$ cat config.mk
export PLATFORM = sky130hd
export DESIGN_NAME = dmem_arb_flat
export DESIGN_NICKNAME = d
export VERILOG_FILES = /design/src/rtl/dmem_arb_if.sv /design/src/rtl/dmem_arb.sv /design/src/flat_wrapper.sv
export SDC_FILE = /design/constraint.sdc
export NUM_CORES = 1
export LEC_CHECK = 0
export ABC_AREA = 1
export CAP_MARGIN = 20
export CELL_PAD_IN_SITES_DETAIL_PLACEMENT = 0
export CELL_PAD_IN_SITES_GLOBAL_PLACEMENT = 2
export CORE_MARGIN = 3
export CORE_UTILIZATION = 11
export DETAILED_ROUTE_END_ITERATION = 8
export GPL_TIMING_DRIVEN = 0
export HOLD_SLACK_MARGIN = 0.03
export PLACE_DENSITY = 0.84
export SLEW_MARGIN = 20
export SYNTH_ARGS = -nofsm -noshare
export SYNTH_HDL_FRONTEND = slang
export SYNTH_SLANG_ARGS = --single-unit
$ cat constraint.sdc
create_clock -name sys_clk -period 1.5 [get_ports sys_clk]
set_clock_uncertainty 0.2 [all_clocks]
set_input_delay 0.225 -clock sys_clk [delete_from_list [all_inputs] [get_ports sys_clk]]
set_output_delay 0.225 -clock sys_clk [all_outputs]
set_load 0.02 [all_outputs]
$ cat src/rtl/dmem_arb_if.sv
// dmem_arb_if: CPU, DMA and datamem signals shared by dmem_arb and its environment.
interface dmem_arb_if #(
  parameter int ADDR_W = 10,
  parameter int DATA_W = 32
);
  logic              cpu_req;
  logic              cpu_we;
  logic [ADDR_W-1:0] cpu_addr;
  logic [DATA_W-1:0] cpu_wdata;
  logic [DATA_W-1:0] cpu_rdata;
  logic              cpu_stall;
  logic              dma_req;
  logic              dma_we;
  logic [ADDR_W-1:0] dma_addr;
  logic [3:0]        dma_len;
  logic [DATA_W-1:0] dma_wdata;
  logic [DATA_W-1:0] dma_rdata;
  logic              dma_ack;
  logic              dma_done;
  logic              mem_we;
  logic              mem_re;
  logic [ADDR_W-1:0] mem_addr;
  logic [DATA_W-1:0] mem_din;
  logic [DATA_W-1:0] mem_dout;
  modport slave (
    input  cpu_req, cpu_we, cpu_addr, cpu_wdata, dma_req, dma_we, dma_addr, dma_len, dma_wdata, mem_dout,
    output cpu_rdata, cpu_stall, dma_rdata, dma_ack, dma_done, mem_we, mem_re, mem_addr, mem_din
  );
  modport master (
    output cpu_req, cpu_we, cpu_addr, cpu_wdata, dma_req, dma_we, dma_addr, dma_len, dma_wdata, mem_dout,
    input  cpu_rdata, cpu_stall, dma_rdata, dma_ack, dma_done, mem_we, mem_re, mem_addr, mem_din
  );
endinterface

$ cat src/rtl/dmem_arb.sv
// dmem_arb: CPU-priority arbiter with non-preemptible DMA bursts for the single-port datamem.
// Define DMEM_ARB_STARVE_EN to force a DMA grant after STARVE_LIM blocked cycles.
module dmem_arb #(
  parameter int ADDR_W     = 10,
  parameter int DATA_W     = 32,
  parameter int STARVE_LIM = 8
) (
  input  logic          sys_clk,
  input  logic          rst,
  dmem_arb_if.slave     bus
);
  typedef enum logic {S_CPU, S_DMA} state_t;
  state_t            st;
  logic [ADDR_W-1:0] beat_addr;
  logic [3:0]        beat_cnt;
  logic              beat_we;
  logic              dma;
  logic              grant;
  if (STARVE_LIM < 1 || STARVE_LIM > 15) begin : g_lim_chk
    $error("dmem_arb: STARVE_LIM must fit the 4-bit starve counter (1..15)");
  end
`ifdef DMEM_ARB_STARVE_EN
  logic [3:0] starve;
  assign grant = bus.dma_req & (~bus.cpu_req | starve == 4'(STARVE_LIM));
  always_ff @(posedge sys_clk or posedge rst)
    if (rst) starve <= '0;
    else if (!bus.dma_req || grant) starve <= '0;
    else if (!dma && bus.cpu_req) starve <= starve + 4'd1;
`else
  assign grant = bus.dma_req & ~bus.cpu_req;
`endif
  assign dma           = st == S_DMA;
  assign bus.mem_we    = ~rst & (dma ? beat_we : bus.cpu_req & bus.cpu_we);
  assign bus.mem_re    = ~rst & (dma ? ~beat_we : bus.cpu_req & ~bus.cpu_we);
  assign bus.mem_addr  = dma ? beat_addr : bus.cpu_addr;
  assign bus.mem_din   = dma ? bus.dma_wdata : bus.cpu_wdata;
  assign bus.cpu_rdata = bus.mem_dout;
  assign bus.dma_rdata = bus.mem_dout;
  assign bus.cpu_stall = dma & bus.cpu_req;
  assign bus.dma_ack   = dma;
  assign bus.dma_done  = dma & beat_cnt == 4'd0;
  always_ff @(posedge sys_clk or posedge rst)
    if (rst) begin
      st        <= S_CPU;
      beat_addr <= '0;
      beat_cnt  <= '0;
      beat_we   <= 1'b0;
    end else if (!dma) begin
      if (grant) begin
        st        <= S_DMA;
        beat_addr <= bus.dma_addr;
        beat_cnt  <= bus.dma_len;
        beat_we   <= bus.dma_we;
      end
    end else begin
      beat_addr <= beat_addr + 1'b1;
      beat_cnt  <= beat_cnt - 4'd1;
      if (beat_cnt == 4'd0) st <= S_CPU;
    end
endmodule

$ cat src/flat_wrapper.sv
// flat-port wrapper written by rule: the top's interface ports become plain ports
module dmem_arb_flat 
#(
  parameter int ADDR_W     = 10,
  parameter int DATA_W     = 32,
  parameter int STARVE_LIM = 8
)
  (sys_clk, rst, bus_cpu_req, bus_cpu_we, bus_cpu_addr, bus_cpu_wdata, bus_dma_req, bus_dma_we, bus_dma_addr, bus_dma_len, bus_dma_wdata, bus_mem_dout, bus_cpu_rdata, bus_cpu_stall, bus_dma_rdata, bus_dma_ack, bus_dma_done, bus_mem_we, bus_mem_re, bus_mem_addr, bus_mem_din);
  dmem_arb_if #(.ADDR_W(ADDR_W), .DATA_W(DATA_W)) bus_i ();
  input  logic sys_clk;
  input  logic rst;
  input wire logic [$bits(bus_i.cpu_req)-1:0] bus_cpu_req;
  input wire logic [$bits(bus_i.cpu_we)-1:0] bus_cpu_we;
  input wire logic [$bits(bus_i.cpu_addr)-1:0] bus_cpu_addr;
  input wire logic [$bits(bus_i.cpu_wdata)-1:0] bus_cpu_wdata;
  input wire logic [$bits(bus_i.dma_req)-1:0] bus_dma_req;
  input wire logic [$bits(bus_i.dma_we)-1:0] bus_dma_we;
  input wire logic [$bits(bus_i.dma_addr)-1:0] bus_dma_addr;
  input wire logic [$bits(bus_i.dma_len)-1:0] bus_dma_len;
  input wire logic [$bits(bus_i.dma_wdata)-1:0] bus_dma_wdata;
  input wire logic [$bits(bus_i.mem_dout)-1:0] bus_mem_dout;
  output wire logic [$bits(bus_i.cpu_rdata)-1:0] bus_cpu_rdata;
  output wire logic [$bits(bus_i.cpu_stall)-1:0] bus_cpu_stall;
  output wire logic [$bits(bus_i.dma_rdata)-1:0] bus_dma_rdata;
  output wire logic [$bits(bus_i.dma_ack)-1:0] bus_dma_ack;
  output wire logic [$bits(bus_i.dma_done)-1:0] bus_dma_done;
  output wire logic [$bits(bus_i.mem_we)-1:0] bus_mem_we;
  output wire logic [$bits(bus_i.mem_re)-1:0] bus_mem_re;
  output wire logic [$bits(bus_i.mem_addr)-1:0] bus_mem_addr;
  output wire logic [$bits(bus_i.mem_din)-1:0] bus_mem_din;
  assign bus_i.cpu_req = bus_cpu_req;
  assign bus_i.cpu_we = bus_cpu_we;
  assign bus_i.cpu_addr = bus_cpu_addr;
  assign bus_i.cpu_wdata = bus_cpu_wdata;
  assign bus_i.dma_req = bus_dma_req;
  assign bus_i.dma_we = bus_dma_we;
  assign bus_i.dma_addr = bus_dma_addr;
  assign bus_i.dma_len = bus_dma_len;
  assign bus_i.dma_wdata = bus_dma_wdata;
  assign bus_i.mem_dout = bus_mem_dout;
  assign bus_cpu_rdata = bus_i.cpu_rdata;
  assign bus_cpu_stall = bus_i.cpu_stall;
  assign bus_dma_rdata = bus_i.dma_rdata;
  assign bus_dma_ack = bus_i.dma_ack;
  assign bus_dma_done = bus_i.dma_done;
  assign bus_mem_we = bus_i.mem_we;
  assign bus_mem_re = bus_i.mem_re;
  assign bus_mem_addr = bus_i.mem_addr;
  assign bus_mem_din = bus_i.mem_din;
  dmem_arb #(.ADDR_W(ADDR_W), .DATA_W(DATA_W), .STARVE_LIM(STARVE_LIM)) u_core (.sys_clk(sys_clk), .rst(rst), .bus(bus_i));
endmodule
==> impl_results.md <==
- Number of core rows: 50
- Die Area: 20900 um2
- R2R setup slack: -0.10 ns
- Top_reg_cell synth: dfrtp_1
- Post-synthesis cell area: between 2000 and 2500 um2
- Slew headroom: 78.6%
- Final Hold Vio Count: 0
- Reg2reg path depth: 9
- Die Span X: 144 um
- Final cycle utilization of the critical path: 118%
- Area growth syn-to-layout: 163%
- Pint: 4700 uW
- Reg2reg start: u_core.bus.dma_ack$_DFF_PP0_
- Post-synth top area cell: nand2_1
- Seq pwr share: about a tenth
- Post-DP Area: about 4600 um2
- Initial DRC Count: 68
- Power share of the combinational group: 83.6%
- Fill cell count: 1986
- Final instance area: around 5500 um2
- Required @ worst endpoint: between 1 and 1.5 ns
- Mean post-synth cell area: 5.86 um2
- Sink Count: 16
- Failing checks: negative setup slack
- CP max FO: 6
- Post-synth EDFFs: 0
- Hold Crit Class: primary input to async pin
- Ys Warns: 0
- Top Ports: 237
- Share of layout cells above drive strength 1: 48.7%
- Critical Path AT: 1.34 ns
- PwrDens: 1590 nW/um2
- Final Critical Period: approximately 1.8 ns
- F_max: 565 MHz
- Count leader, synth: nand2_1
- Switching share of total power: between 40% and 50%
- Leak Pwr: 0.00269 uW
- Worst-Skew Late Latency: 0.25 ns
- Antenna Nets Post-Route: 0
- Synth area leaders: nand2_1, buf_4, dfrtp_1
- Transition time of the tightest slew-check pin: 0.322 ns
- Vias in the first global route: 2558
- Post-Syn Instances: 360
- Global route overflow: 0
- Top cells by count, synth: nand2_1, buf_4, inv_1, nand3_1
- Kind of critical path: register to output pin
- Tot GR Track Use: 8.35%
- Yosys top cell area share: between 30% and 40%
- Global-route wire length before repair: 13700 um
- Register area share after synthesis: 19.0%
- Net switching power: 4090 uW
- Largest net degree at the start of global routing: 17
- CTS tree: done
- CP Capture Type: output pin
- Routability cong.: roughly 0.71
- Routed Wire Length: 10500 um
- Residual DRC count: 0
- Pre-CTS WS: -1.07 ns
- Post-synthesis async set-or-reset flop share: 100%
- Clock power frac: around 6%
- Max VDD drop: around 0.86 mV
- Vias post-DR: 2917
- Wirelength per Cell: 12.6 um
- Final slew viol count: 0
- Number of H-tree levels: 1
- Status: complete, but fails checks
- Initial core utilization: 11.2%
- Core Region: 18800 um2
- Vias per inst: 3.51
- Root buffer cell: clkbuf_16
- TritonCTS Buffers: 3
- Final setup fails: 55
- Post-CTS Hold Fix Bufs: 0
- Final Util: 29.5%
- Clk slew on worst S/H paths: about 0.050 ns
- Input/output buffers: 204
- Hold_ws: between 0.2 and 0.3 ns
- CP startpoint kind: register
- Initial antenna violation count: 0
- RSZ-0062 raised after global routing: yes
- Diode count: 0
- Max Cap Viol: 0
- CP Cell Sequence: clkinv_4, buf_12, clkbuf_16, nand2_2, nand2_2, buf_6
- Worst reg2reg endpoint: u_core.beat_cnt[3]$_DFFE_PP0P_
- Min setup slack post-route: -0.269 ns
- Detail Placement HPWL: approximately 8000 um
- Drt pass-1 iters: 4
- Yosys reg bits: 16
- Syn Nets: 489
- CP most frequent cell: nand2_2
- CTS Buffer Depth: 2
- Count of cell types in the netlist: 23
- Max stage delay cell, worst path: dfrtp_2
- Tot Pwr: 8790 uW
- Die height: 144 um
- Fin nets: 726
- Worst path max stage delay: 0.42 ns
==> metal layers <==
metal | vias up | global-route usage, % | share of wire [%]
met1 | 1277 | 10.5 | 41
met4 | 0 | 0.736 | 0.16
li1 | 1506 | - | -
met5 | - | 0 | 0
met2 | 132 | 15.3 | 51
met3 | 2 | 1.59 | 8.2
==> critical path: cells and delay by family (launching register included) <==
family | cells | cell delay (ns)
flops | 1 | 0.42
buf+inv | 4 | 0.56
simple gates | 2 | 0.12
==> layout by cell type (no fill, tap or decap), types with 4 or more instances in the layout <==
master,Yosys,layout
buf_12,0,7
buf_4,69,78
nand3_2,0,7
nand2_1,172,69
inv_1,28,21
clkbuf_16,0,7
buf_6,3,55
nor2_4,1,6
nor2_1,16,10
dfrtp_1,16,14
o21ai_1,0,4
inv_2,2,7
nand3_1,23,16
nand2_4,2,31
clkdlybuf4s50_1,0,156
nand2_2,1,75
==> layout make-up <==
class	instances	area (um2)	area share, %
sequential	16	403	7.28
timing repair buffer	233	2460	44.5
multi-input combinational	239	1540	27.8
buffer	74	641	11.6
inverter	30	121	2.19
tap	234	293	5.29
clock buffer	4	78.8	1.42
==> power by group through the flow <==
| stage | sequential, uW | clock (uW) | combinational [uW] |
|---|---|---|---|
| global placement | 859 | 0 | 5310 |
| floorplan | 823 | 0 | 3070 |
| global route | 937 | 569 | 7900 |
| detailed placement | 863 | 0 | 5310 |
| finish | 906 | 536 | 7350 |
| CTS | 893 | 553 | 6610 |
==> logic make-up (layout without fill, tap and decap cells) <==
| logic type | after synthesis | count (layout) | synth area share (%) |
|---|---|---|---|
| simple gates | 221 | 222 | 42.5 |
| buf+inv | 106 | 341 | 32.5 |
| flops | 16 | 16 | 19.0 |
| compound gates | 12 | 12 | 3.44 |
| fa+ha+maj | 3 | 3 | 1.78 |
| xor+xnor | 2 | 2 | 0.831 |
==> flip-flops by register name (all words and copies together) (netlist names) <==
register / count
u_core.beat_we: 1
u_core.beat_addr: 10
u_core.beat_cnt: 4
u_core.bus.dma_ack: 1
==> per-stage QoR <==
step                      setup TNS [ns]  cells
after CTS                         -11.80    821
after detailed placement          -30.72    798
after global placement            -30.29    798
after global routing              -14.38    830
after floorplan                        0    360
final                             -11.17    830
==> worst max-delay path by stage <==
stage | start | to | slack (ns)
after CTS | u_core.bus.dma_ack$_DFF_PP0_ | bus_mem_re | -0.30
after global placement | rst | bus_mem_we | -1.06
final | u_core.bus.dma_ack$_DFF_PP0_ | bus_mem_din[14] | -0.27
after floorplan | u_core.bus.dma_ack$_DFF_PP0_ | bus_mem_addr[0] | 0.02
after global routing | u_core.bus.dma_ack$_DFF_PP0_ | bus_mem_din[14] | -0.31
after detailed placement | rst | bus_mem_we | -1.07
==> what timing repair did <==
| action | 4_1_cts | 5_1_grt |
|---|---|---|
| cloned | 1 | 5 |
| buffers inserted | 18 | 7 |
| gates resized for setup | 348 | 91 |
| pin swaps | 5 | 21 |
| setup endpoints to repair | 52 | 61 |
No activity file was read; power rests on OpenSTA's default activity.
==> RTL edit (same settings) <==
The option `DMEM_ARB_STARVE_EN` is turned on by a define.
--- a/src/rtl/dmem_arb.sv
+++ b/src/rtl/dmem_arb.sv
@@ -1,5 +1,7 @@
 // dmem_arb: CPU-priority arbiter with non-preemptible DMA bursts for the single-port datamem.
 // Define DMEM_ARB_STARVE_EN to force a DMA grant after STARVE_LIM blocked cycles.
+`define DMEM_ARB_STARVE_EN
+
 module dmem_arb #(
   parameter int ADDR_W     = 10,
   parameter int DATA_W     = 32,
Function: changed (Yosys sat finds a counterexample within 10 cycles, from zero or initial values and one cycle with rst high).
==> RTL edit against the original RTL <==
Routed wire length increased by 8.5%. Sequential cell count grew 4. Sequential share of layout area up 1.6 points. Design area grew 2.0%. Critical endpoint is now bus_mem_din[27]. Clock power up 15%. Power decreased by 13%. The flow still finishes with violations (negative setup slack). Highest routed layer is now met5. Largest power group unchanged. Register-to-register slack lost 20 ps. Critical path type unchanged. Area after synthesis rose by 7.8%. Worst setup slack worse by 120 ps. Global-route usage up 0.76 points.
==> RTL edit: results (changes against the original RTL) <==
qor: outcome.outcome complete, but fails checks [unchanged]
qor: outcome.failed_checks negative setup slack [unchanged]
qor: layout.layout_top_registers u_core.beat_addr x10, u_core.beat_cnt x4, u_core.starve x4 [was u_core.beat_addr x10, u_core.beat_cnt x4]
qor: layout.fillerInstances 2,186 [was 1,986]
qor: setup_path.timing.reg2reg.setup_slack -120 ps [was -100 ps]
qor: setup_path.crit_end bus_mem_din[27] [was bus_mem_din[14]]
qor: logic_synthesis.synth_xor_area_share 0.771% [was 0.831%]
qor: drt.post_drt_via_cell_ratio 3.45 [was 3.51]
qor: setup_path.cp.arrival 1470 ps [was 1340 ps]
qor: global_routing.globalRouteMet1Util 11.3% [was 10.5%]
qor: timing.finalWorstSetupSlack -394 ps [was -269 ps]
qor: global_routing.globalRouteMet2Util 16.3% [was 15.3%]
qor: timing.hold_ws 314 ps [was 259 ps]
qor: logic_synthesis.synth-adder-area-share 2.75% [was 1.78%]
qor: power_and_ir_drop.max-vdd-ir-drop 662 uV [was 861 uV]
qor: layout.nNetsFinal 739 [was 726]
qor: place.dpl.hpwl 8.92 mm [was 8.17 mm]
qor: logic_synthesis.most_frequent_cells_after_synthesis sky130_fd_sc_hd__nand2_1, sky130_fd_sc_hd__buf_4, sky130_fd_sc_hd__dfrtp_1, sky130_fd_sc_hd__inv_1, sky130_fd_sc_hd__nor2_1 [was sky130_fd_sc_hd__nand2_1, sky130_fd_sc_hd__buf_4, sky130_fd_sc_hd__inv_1, sky130_fd_sc_hd__nand3_1]
qor: logic_synthesis.synth_area_per_cell 6.11 sq um [was 5.86 sq um]
qor: logic_synthesis.synth_nets 503 [was 489]
qor: drt.met3WireLength 988 um [was 857 um]
qor: place.place_worst_setup_slack -1310 ps [was -1070 ps]
qor: timing.setup_violations 63 [was 55]
qor: timing.setup-tns-final -16,030 ps [was -11,170 ps]
qor: place.dpl_cell_area 4810 sq um [was 4560 sq um]
qor: power_and_ir_drop.cellLeakagePower 2.64 nW [was 2.69 nW]
qor: drt.highest_layer met5 [was met4]
## RTL edit: changes by cell type after synthesis, moves of 2 or more
cell                       change
sky130_fd_sc_hd__nand3_1       -4
sky130_fd_sc_hd__nand3_2       +2
sky130_fd_sc_hd__buf_2         +5
sky130_fd_sc_hd__ha_1          +2
sky130_fd_sc_hd__nor2_1        +4
sky130_fd_sc_hd__nand2_1       +6
sky130_fd_sc_hd__nor3_2        +3
sky130_fd_sc_hd__dfrtp_1       +4
sky130_fd_sc_hd__o211ai_1      -2
sky130_fd_sc_hd__buf_4         -4
sky130_fd_sc_hd__a21oi_1       +3
sky130_fd_sc_hd__inv_1         -8
sky130_fd_sc_hd__nand2_4       -2
## RTL edit: cell families (layout without fill, tap and decap cells)
kind of cell,after synthesis,after routing
AO/OA/AOI/OAI,14,14
XOR/XNOR,2,2
adder cells (fa/ha/maj),5,5
buffers and inverters,99,334
flip-flops,20,20
AND/OR/NAND/NOR,232,232
## RTL edit: timing repair
action	CTS	global route
gates cloned	3	1
hold endpoints to repair	0	20
buffers inserted	16	5
gates resized for setup	330	64
pin swaps	7	8
endpoints found under the setup margin	62	65
hold buffers	0	2
## RTL edit: power breakdown
part	internal [mW]	total [mW]	leakage, nW	switching [mW]
Sequential	0.764	1.01	0.244	0.244
Combinational	2.99	6.06	2.36	3.07
Clock	0.407	0.616	0.0442	0.210
## RTL edit: final cells by class
type	instances	area, sq um	share of cell area, %
Timing Repair Buffer	230	2350	41.7
Multi-Input combinational cell	253	1560	27.6
Buffer	77	708	12.5
Sequential cell	20	502	8.89
Tap cell	265	332	5.87
Inverter	22	98.8	1.75
Clock buffer	4	88.8	1.57
Timing Repair inverter	1	5.00	0.0887
